==> config.mk <==
export PLATFORM = sky130hd
export DESIGN_NAME = mod_add_sub_flat
export DESIGN_NICKNAME = d
export VERILOG_FILES = /design/src/rtl/mod_add_sub_if.sv /design/src/rtl/mod_add_sub.sv /design/src/flat_wrapper.sv
export SDC_FILE = /design/constraint.sdc
export NUM_CORES = 1
export LEC_CHECK = 0
export CAP_MARGIN = 15
export CORE_ASPECT_RATIO = 1.4
export CORE_MARGIN = 3
export CORE_UTILIZATION = 54
export CTS_CLUSTER_SIZE = 28
export DETAILED_ROUTE_END_ITERATION = 8
export PLACE_DENSITY_LB_ADDON = 0.12
export SYNTH_ARGS = -nofsm -noshare
export SYNTH_HDL_FRONTEND = slang
export SYNTH_SLANG_ARGS = --single-unit
==> constraint.sdc <==
create_clock -name clk -period 3.2 [get_ports clk]
set_input_delay 0.48 -clock clk [delete_from_list [all_inputs] [get_ports clk]]
set_output_delay 0.48 -clock clk [all_outputs]
set_load 0.005 [all_outputs]
==> src/rtl/mod_add_sub_if.sv <==
// Handshake bundle for mod_add_sub.
// Input side:  in_valid/in_ready qualify A, B, Sub (Sub=1 selects A-B).
// Output side: out_valid/out_ready qualify Sum, Wrap.
// The master modport belongs to the producer/consumer environment.
// The slave modport belongs to the arithmetic stage.
interface mod_add_sub_if #(
  parameter int unsigned WIDTH = 12
);
  logic             in_valid;
  logic             in_ready;
  logic [WIDTH-1:0] A;
  logic [WIDTH-1:0] B;
  logic             Sub;
  logic             out_valid;
  logic             out_ready;
  logic [WIDTH-1:0] Sum;
  logic             Wrap;

  modport master (
    output in_valid, A, B, Sub, out_ready,
    input  in_ready, out_valid, Sum, Wrap
  );

  modport slave (
    input  in_valid, A, B, Sub, out_ready,
    output in_ready, out_valid, Sum, Wrap
  );
endinterface

==> src/rtl/mod_add_sub.sv <==
// Two-stage pipelined modular adder/subtractor: (A + B) mod Q or (A - B) mod Q.
// Ports:
//   clk  - rising-edge clock
//   rst  - synchronous active-high reset, flushes both stages
//   bus  - mod_add_sub_if.slave. It carries:
//          in_valid/in_ready/A/B/Sub on the input side.
//          out_valid/out_ready/Sum/Wrap on the output side.
// Operands must be < Q for Sum to land in [0, Q-1].
// Wrap flags that the single modular correction was applied.
// Q must satisfy 2 <= Q <= 2^WIDTH - 1.
module mod_add_sub #(
  parameter int unsigned WIDTH = 12,
  parameter int unsigned Q     = 3329
) (
  input  logic          clk,
  input  logic          rst,
  mod_add_sub_if.slave  bus
);

  localparam logic [WIDTH:0] QX = (WIDTH+1)'(Q);

  // Stage 1: raw sum/difference on WIDTH+1 bits.
  // For a difference, the MSB is the borrow.
  logic             v1;
  logic             sub1;
  logic [WIDTH:0]   raw1;

  // Stage 2: registered outputs.
  logic             out_valid_r;
  logic [WIDTH-1:0] sum_r;
  logic             wrap_r;

  logic             adv;
  logic [WIDTH:0]   raw_n;
  logic [WIDTH:0]   corr;
  logic [WIDTH-1:0] sum_n;
  logic             wrap_n;

  // One global advance.
  // A bubble still occupies its slot, so the pipe moves whenever the output
  // register is empty or being consumed.
  assign adv           = !out_valid_r || bus.out_ready;
  assign bus.in_ready  = adv;
  assign bus.out_valid = out_valid_r;
  assign bus.Sum       = sum_r;
  assign bus.Wrap      = wrap_r;

  always_comb begin
    if (bus.Sub) raw_n = {1'b0, bus.A} - {1'b0, bus.B};
    else         raw_n = {1'b0, bus.A} + {1'b0, bus.B};
  end

  always_comb begin
    if (sub1) begin
      wrap_n = raw1[WIDTH];
      corr   = raw1 + QX;
    end else begin
      wrap_n = (raw1 >= QX);
      corr   = raw1 - QX;
    end
    sum_n = wrap_n ? corr[WIDTH-1:0] : raw1[WIDTH-1:0];
  end

  always_ff @(posedge clk) begin
    if (rst) begin
      v1          <= 1'b0;
      sub1        <= 1'b0;
      raw1        <= '0;
      out_valid_r <= 1'b0;
      sum_r       <= '0;
      wrap_r      <= 1'b0;
    end else if (adv) begin
      v1          <= bus.in_valid;
      sub1        <= bus.Sub;
      raw1        <= raw_n;
      out_valid_r <= v1;
      // Data holds across a bubble; only out_valid drops.
      if (v1) begin
        sum_r  <= sum_n;
        wrap_r <= wrap_n;
      end
    end
  end

endmodule

==> src/flat_wrapper.sv <==
// flat-port wrapper written by rule: the top's interface ports become plain ports
module mod_add_sub_flat 
#(
  parameter int unsigned WIDTH = 12,
  parameter int unsigned Q     = 3329
)
  (clk, rst, bus_in_valid, bus_A, bus_B, bus_Sub, bus_out_ready, bus_in_ready, bus_out_valid, bus_Sum, bus_Wrap);
  mod_add_sub_if #(.WIDTH(WIDTH)) bus_i ();
  input  logic clk;
  input  logic rst;
  input wire logic [$bits(bus_i.in_valid)-1:0] bus_in_valid;
  input wire logic [$bits(bus_i.A)-1:0] bus_A;
  input wire logic [$bits(bus_i.B)-1:0] bus_B;
  input wire logic [$bits(bus_i.Sub)-1:0] bus_Sub;
  input wire logic [$bits(bus_i.out_ready)-1:0] bus_out_ready;
  output wire logic [$bits(bus_i.in_ready)-1:0] bus_in_ready;
  output wire logic [$bits(bus_i.out_valid)-1:0] bus_out_valid;
  output wire logic [$bits(bus_i.Sum)-1:0] bus_Sum;
  output wire logic [$bits(bus_i.Wrap)-1:0] bus_Wrap;
  assign bus_i.in_valid = bus_in_valid;
  assign bus_i.A = bus_A;
  assign bus_i.B = bus_B;
  assign bus_i.Sub = bus_Sub;
  assign bus_i.out_ready = bus_out_ready;
  assign bus_in_ready = bus_i.in_ready;
  assign bus_out_valid = bus_i.out_valid;
  assign bus_Sum = bus_i.Sum;
  assign bus_Wrap = bus_i.Wrap;
  mod_add_sub #(.WIDTH(WIDTH), .Q(Q)) u_core (.clk(clk), .rst(rst), .bus(bus_i));
endmodule
* Word level (Yosys, flattened, before mapping) *
Cells that the tools add are included.

word-level totals
  output and inout port bits = 15
  register bits after elaboration = 29
  word-level logic and storage cells = 18

operators by class
  reductions and logical operators = 3
  magnitude comparators = 1
  multiplexer cells = 4
  $add $sub $neg = 4

operator list
  kind                                                                 count
  two-way mux 12 bit                                                   2
  adder 12 x 12 -> 13 bit                                              1
  greater-or-equal comparator 13 x 12 -> 1 bit, second input constant  1
  two-way mux 13 bit                                                   1
  subtractor 12 x 12 -> 13 bit                                         1
  adder 12 bit, second input constant                                  1
  subtractor 12 bit, second input constant                             1
  AND reduction 2 bit                                                  1
  logical NOT 1 bit                                                    1
  logical OR 1 bit                                                     1
  two-way mux 1 bit                                                    1

* Longest topological paths before layout *
  depth in word-level cells = 3
  gate-level depth with buffers = 12
  gate-level depth less buffers = 12

* Worst setup path before layout *
No wires, ideal clock.

  path kind = input to register
  from = input bus_B[3]
  to = register u_core.raw1[12]
  setup time = 0.112 ns
  data required time = 3.088 ns
  setup slack = 0.293 ns
  stages = 11
  arrival = 2.795 ns
  cell sequence = nor2_1 -> nand3_1 -> o21ai_0 -> o21ai_0 -> xnor2_1 -> ha_1 -> and2_1 -> a221o_1 -> o21ai_0 -> a2111oi_0 -> a2111oi_1

on the way
  word-level cells in the longest chain between the ends = 2
  elaborated cells on any way between the ends = 3
  classes of those cells = add/sub (2); mux (1)

ends and longest elaborated chain
  what                                                                            line                                  source
  from (decl)                                                                     flat_wrapper.sv:13                    input wire logic [$bits(bus_i.B)-1:0] bus_B;
  adder 12 x 12 -> 13 bit / subtractor 12 x 12 -> 13 bit (equally long branches)  mod_add_sub.sv:50, mod_add_sub.sv:49
  two-way mux 13 bit (*)                                                          mod_add_sub.sv:49                     if (bus.Sub) raw_n = {1'b0, bus.A} - {1'b0, bus.B};
  to (signal assigned)                                                            mod_add_sub.sv:75                     raw1 <= raw_n;
  to (decl)                                                                       mod_add_sub.sv:26                     logic [WIDTH:0] raw1;

Every way passes the cells marked *; elsewhere a longest branch is shown, timed or not.
A chain may end at the register's enable or synchronous reset.

* Worst setup path after layout *
  from = input bus_B[3]
  to = register u_core.raw1[10]

Same word-level chain as after synthesis.

==> insert_results.sql <==
INSERT INTO impl_metrics (metric_group, metric, value, unit) VALUES
('global_routing', 'grt_max_degree', '19', ''),
('cts', 'clockRootBuffer', 'sky130_fd_sc_hd__clkbuf_8', ''),
('timing', 'finalWorstPathRequiredPeriod', '2.909', 'ns'),
('yosys', 'synth_top_flop_cell', 'sky130_fd_sc_hd__dfxtp_1', ''),
('worst_setup_path', 'crit-reg2reg-capture', 'u_core.bus.Sum[10]', ''),
('power', 'net-switching-power', '557.7', 'µW'),
('timing', 'worst_clock_skew', '0.004976', 'ns'),
('worst_setup_path', 'r2r_cells', '8', ''),
('power', 'power.total', '1456', 'µW'),
('worst_setup_path', 'path_delay_family', 'compound AO/OA/AOI/OAI gates', ''),
('cts', 'cts_made_buffers', '5', ''),
('yosys', 'netlist_instances', '330', ''),
('cts', 'h-tree-depth', '2', ''),
('timing', 'final_hold_viol_count', '0', ''),
('power', 'sw_share', '38.30', '%'),
('cts', 'post_cts_resized', '0', ''),
('yosys', 'synth_seq_area_share', '22.65', '%'),
('worst_setup_path', 'cp.required', '3.37', 'ns'),
('cts', 'clkTransAtPathRegs', '0.07', 'ns'),
('route', 'drtAntennaViolNets', '0', ''),
('layout', 'ant_cells', '0', ''),
('timing', 'fin_tns_setup', '0', 'ns'),
('power', 'internal_power', '898.4', 'µW'),
('timing', 'layout_setup_ws', '0.2910', 'ns'),
('worst_hold_path', 'holdCritStartpoint', 'u_core.bus.Sum[0]', ''),
('yosys', 'synthesis.area', '2564', 'µm²'),
('floorplanning', 'dieHeight', '87.53', 'µm'),
('cts', 'cts.sink_count', '29', ''),
('timing', 'hold_slack', '0.4538', 'ns'),
('route', 'route.final.wire_length', '6.726', 'mm'),
('route', 'remaining_drc_errors', '0', ''),
('route', 'count_of_tritonroute_iterations_in_the_first_routing_pass', '4', ''),
('route', 'drt_iter0_markers', '233', ''),
('floorplanning', 'placementRows', '29', ''),
('worst_setup_path', 'cp_num_buf_inv', '1', ''),
('worst_setup_path', 'reg2reg_setup_slack', '0.63', 'ns'),
('worst_setup_path', 'reg2reg_from', 'u_core.sub1', ''),
('power', 'power.share.clock', '20.7', '%'),
('yosys', 'synthMostInstantiatedCell', 'sky130_fd_sc_hd__nand2_1', ''),
('floorplanning', 'io_pins', '44', ''),
('route', 'per_cell_routed_wire_length', '14.59', 'µm'),
('timing', 'rsz0062_at_grt', 'no', ''),
('worst_setup_path', 'criticalPathCategory', 'in -> reg', ''),
('yosys', 'yosysWarningCount', '0', ''),
('power', 'seqPwrFrac', '31.3', '%'),
('run_status', 'outcome', 'complete, no violations', ''),
('worst_setup_path', 'cpPeakStageDelay', '0.42', 'ns'),
('timing', 'maxSlewHeadroom', '66.67', '%'),
('cts', 'clkLatencyLatePin', '0.28', 'ns'),
('power', 'power.share.combinational', '48.1', '%'),
('floorplanning', 'fp.dieArea', '5622', 'µm²'),
('timing', 'slew_violations', '0', ''),
('route', 'routed_via_density', '5.944', ''),
('worst_setup_path', 'start_kind', 'input pin', ''),
('cts', 'cts_hold_buffers', '0', ''),
('layout', 'area_growth_syn_to_layout', '30.50', '%'),
('floorplanning', 'die_span_in_x', '64.24', 'µm'),
('yosys', 'async_flop_share', '0', '%'),
('worst_setup_path', 'critical_path.cell_chain', 'clkdlybuf4s50_1, nor2_1, nand3_1, o21ai_1, o21ai_0, xnor2_1, ha_1, and2_1, a221o_1, o31ai_1, a2111oi_0, a211o_1', ''),
('global_routing', 'first_pass_grt_wire_length', '11.96', 'mm'),
('power', 'power.ir.vdd_worst', '0.1893', 'mV'),
('yosys', 'mappedNetlistNets', '384', ''),
('floorplanning', 'start_util', '56.08', '%'),
('power', 'power.leakage', '0.001363', 'µW'),
('yosys', 'netlist_top_cells_count', 'sky130_fd_sc_hd__nand2_1, sky130_fd_sc_hd__a21oi_1, sky130_fd_sc_hd__dfxtp_1, sky130_fd_sc_hd__nor2_1, sky130_fd_sc_hd__ha_1', ''),
('yosys', 'postSynthAreaPerCell', '7.769', 'µm²'),
('cts', 'cts_setup_buffers', '0', ''),
('route', 'detailroute.via_count', '2740', ''),
('worst_setup_path', 'cp-end-kind', 'flop', ''),
('worst_setup_path', 'critPathSlowestCell', 'sky130_fd_sc_hd__clkdlybuf4s50_1', ''),
('job', 'drv.max_cap_violation_count', '0', '');
[per-stage QoR]
| step | std cells | cell area [µm²] | utilization [%] |
|---|---|---|---|
| 3_5_place_dp | 453 | 3244 | 70.96 |
| 3_3_place_gp | 453 | 3244 | 70.96 |
| 4_1_cts | 461 | 3331 | 72.85 |
| 6_report | 461 | 3346 | 73.18 |
| 2_1_floorplan | 330 | 2564 | - |
| 5_1_grt | 461 | 3346 | 73.18 |
[kinds of logic after synthesis]
group                    synth area share, %
adder cells (fa/ha/maj)                12.79
flip-flops                             22.65
AND/OR/NAND/NOR                        22.65
multiplexers                           1.562
XOR/XNOR                               5.808
buffers and inverters                  3.221
AO/OA/AOI/OAI                          31.33
[layout make-up]
class                   instances  area (µm²)  area share, %
multi-input cells             279        1916          57.26
repair buffers                 71       640.6          19.15
flip-flops and latches         29       580.6          17.35
well taps                      62       77.57          2.319
clock buffers                   5       68.82          2.057
inverters                      12       45.04          1.346
clock inverters                 3       17.52         0.5236
[worst max path at each step]
stage                   from         endpoint  slack, ns  depth (start not counted)
floorplan           bus_B[3]  u_core.raw1[12]       0.29                         11
global placement    bus_B[3]  u_core.raw1[12]       0.01                         12
detailed placement  bus_B[3]  u_core.raw1[12]      -0.15                         12
CTS                 bus_B[3]  u_core.raw1[12]       0.13                         12
global route        bus_B[3]  u_core.raw1[10]       0.01                         12
finish              bus_B[3]  u_core.raw1[10]       0.29                         12
[state kept, by name, indices dropped and copies added (netlist names)]
signal	count
u_core.sub1	1
u_core.v1	1
u_core.bus.Wrap	1
u_core.bus.out_valid	1
u_core.bus.Sum	12
u_core.raw1	13
[routing by layer]
metal  global-route usage [%]  share of wire (%)  wire length [µm]
met5                        0                  0                 0
met4                    9.038                2.4               161
met3                    3.101                2.6               177
met2                    52.68                 55              3699
met1                    27.46                 40              2689
[cell usage in the layout, fill, tap and decap left out, types with 3 or more instances in the layout]
master and count:
sky130_fd_sc_hd__or3_1 5, sky130_fd_sc_hd__or4_1 3, sky130_fd_sc_hd__nor3b_1 3, sky130_fd_sc_hd__a311oi_1 4, sky130_fd_sc_hd__a211oi_1 9, sky130_fd_sc_hd__mux2i_1 4, sky130_fd_sc_hd__nand3_1 12, sky130_fd_sc_hd__o31a_1 3
sky130_fd_sc_hd__a21o_1 9, sky130_fd_sc_hd__clkbuf_8 5, sky130_fd_sc_hd__a21oi_1 29, sky130_fd_sc_hd__nand2b_1 3, sky130_fd_sc_hd__nand3b_1 3, sky130_fd_sc_hd__o211ai_1 5, sky130_fd_sc_hd__nor3_1 8, sky130_fd_sc_hd__clkdlybuf4s50_1 43
sky130_fd_sc_hd__o21ai_0 17, sky130_fd_sc_hd__xnor2_1 12, sky130_fd_sc_hd__inv_1 11, sky130_fd_sc_hd__buf_4 28, sky130_fd_sc_hd__and3_1 3, sky130_fd_sc_hd__o21a_1 7, sky130_fd_sc_hd__a31oi_1 4, sky130_fd_sc_hd__dfxtp_1 29
sky130_fd_sc_hd__xor2_1 5, sky130_fd_sc_hd__nand2_1 35, sky130_fd_sc_hd__ha_1 23, sky130_fd_sc_hd__nor2_1 28, sky130_fd_sc_hd__nor2b_1 3
[power by group through the flow]
stage          sequential, µW  combinational (µW)  clock (µW)
2_1_floorplan             450                 464           0
3_3_place_gp              461                 671           0
3_5_place_dp              463                 687           0
4_1_cts                   455                 691         301
5_1_grt                   463                 786         318
6_report                  455                 700         301
[worst reg2reg max path, delay by kind of cell, from the launching register on]
family	cells	cell delay, ns
AOI/OAI and AO/OA	4	1.03
adders and majority gates	1	0.49
DFF	1	0.43
buffers and inverters	2	0.40
xor gates and xnor gates	1	0.13
Power figures use the tool's default switching activity.
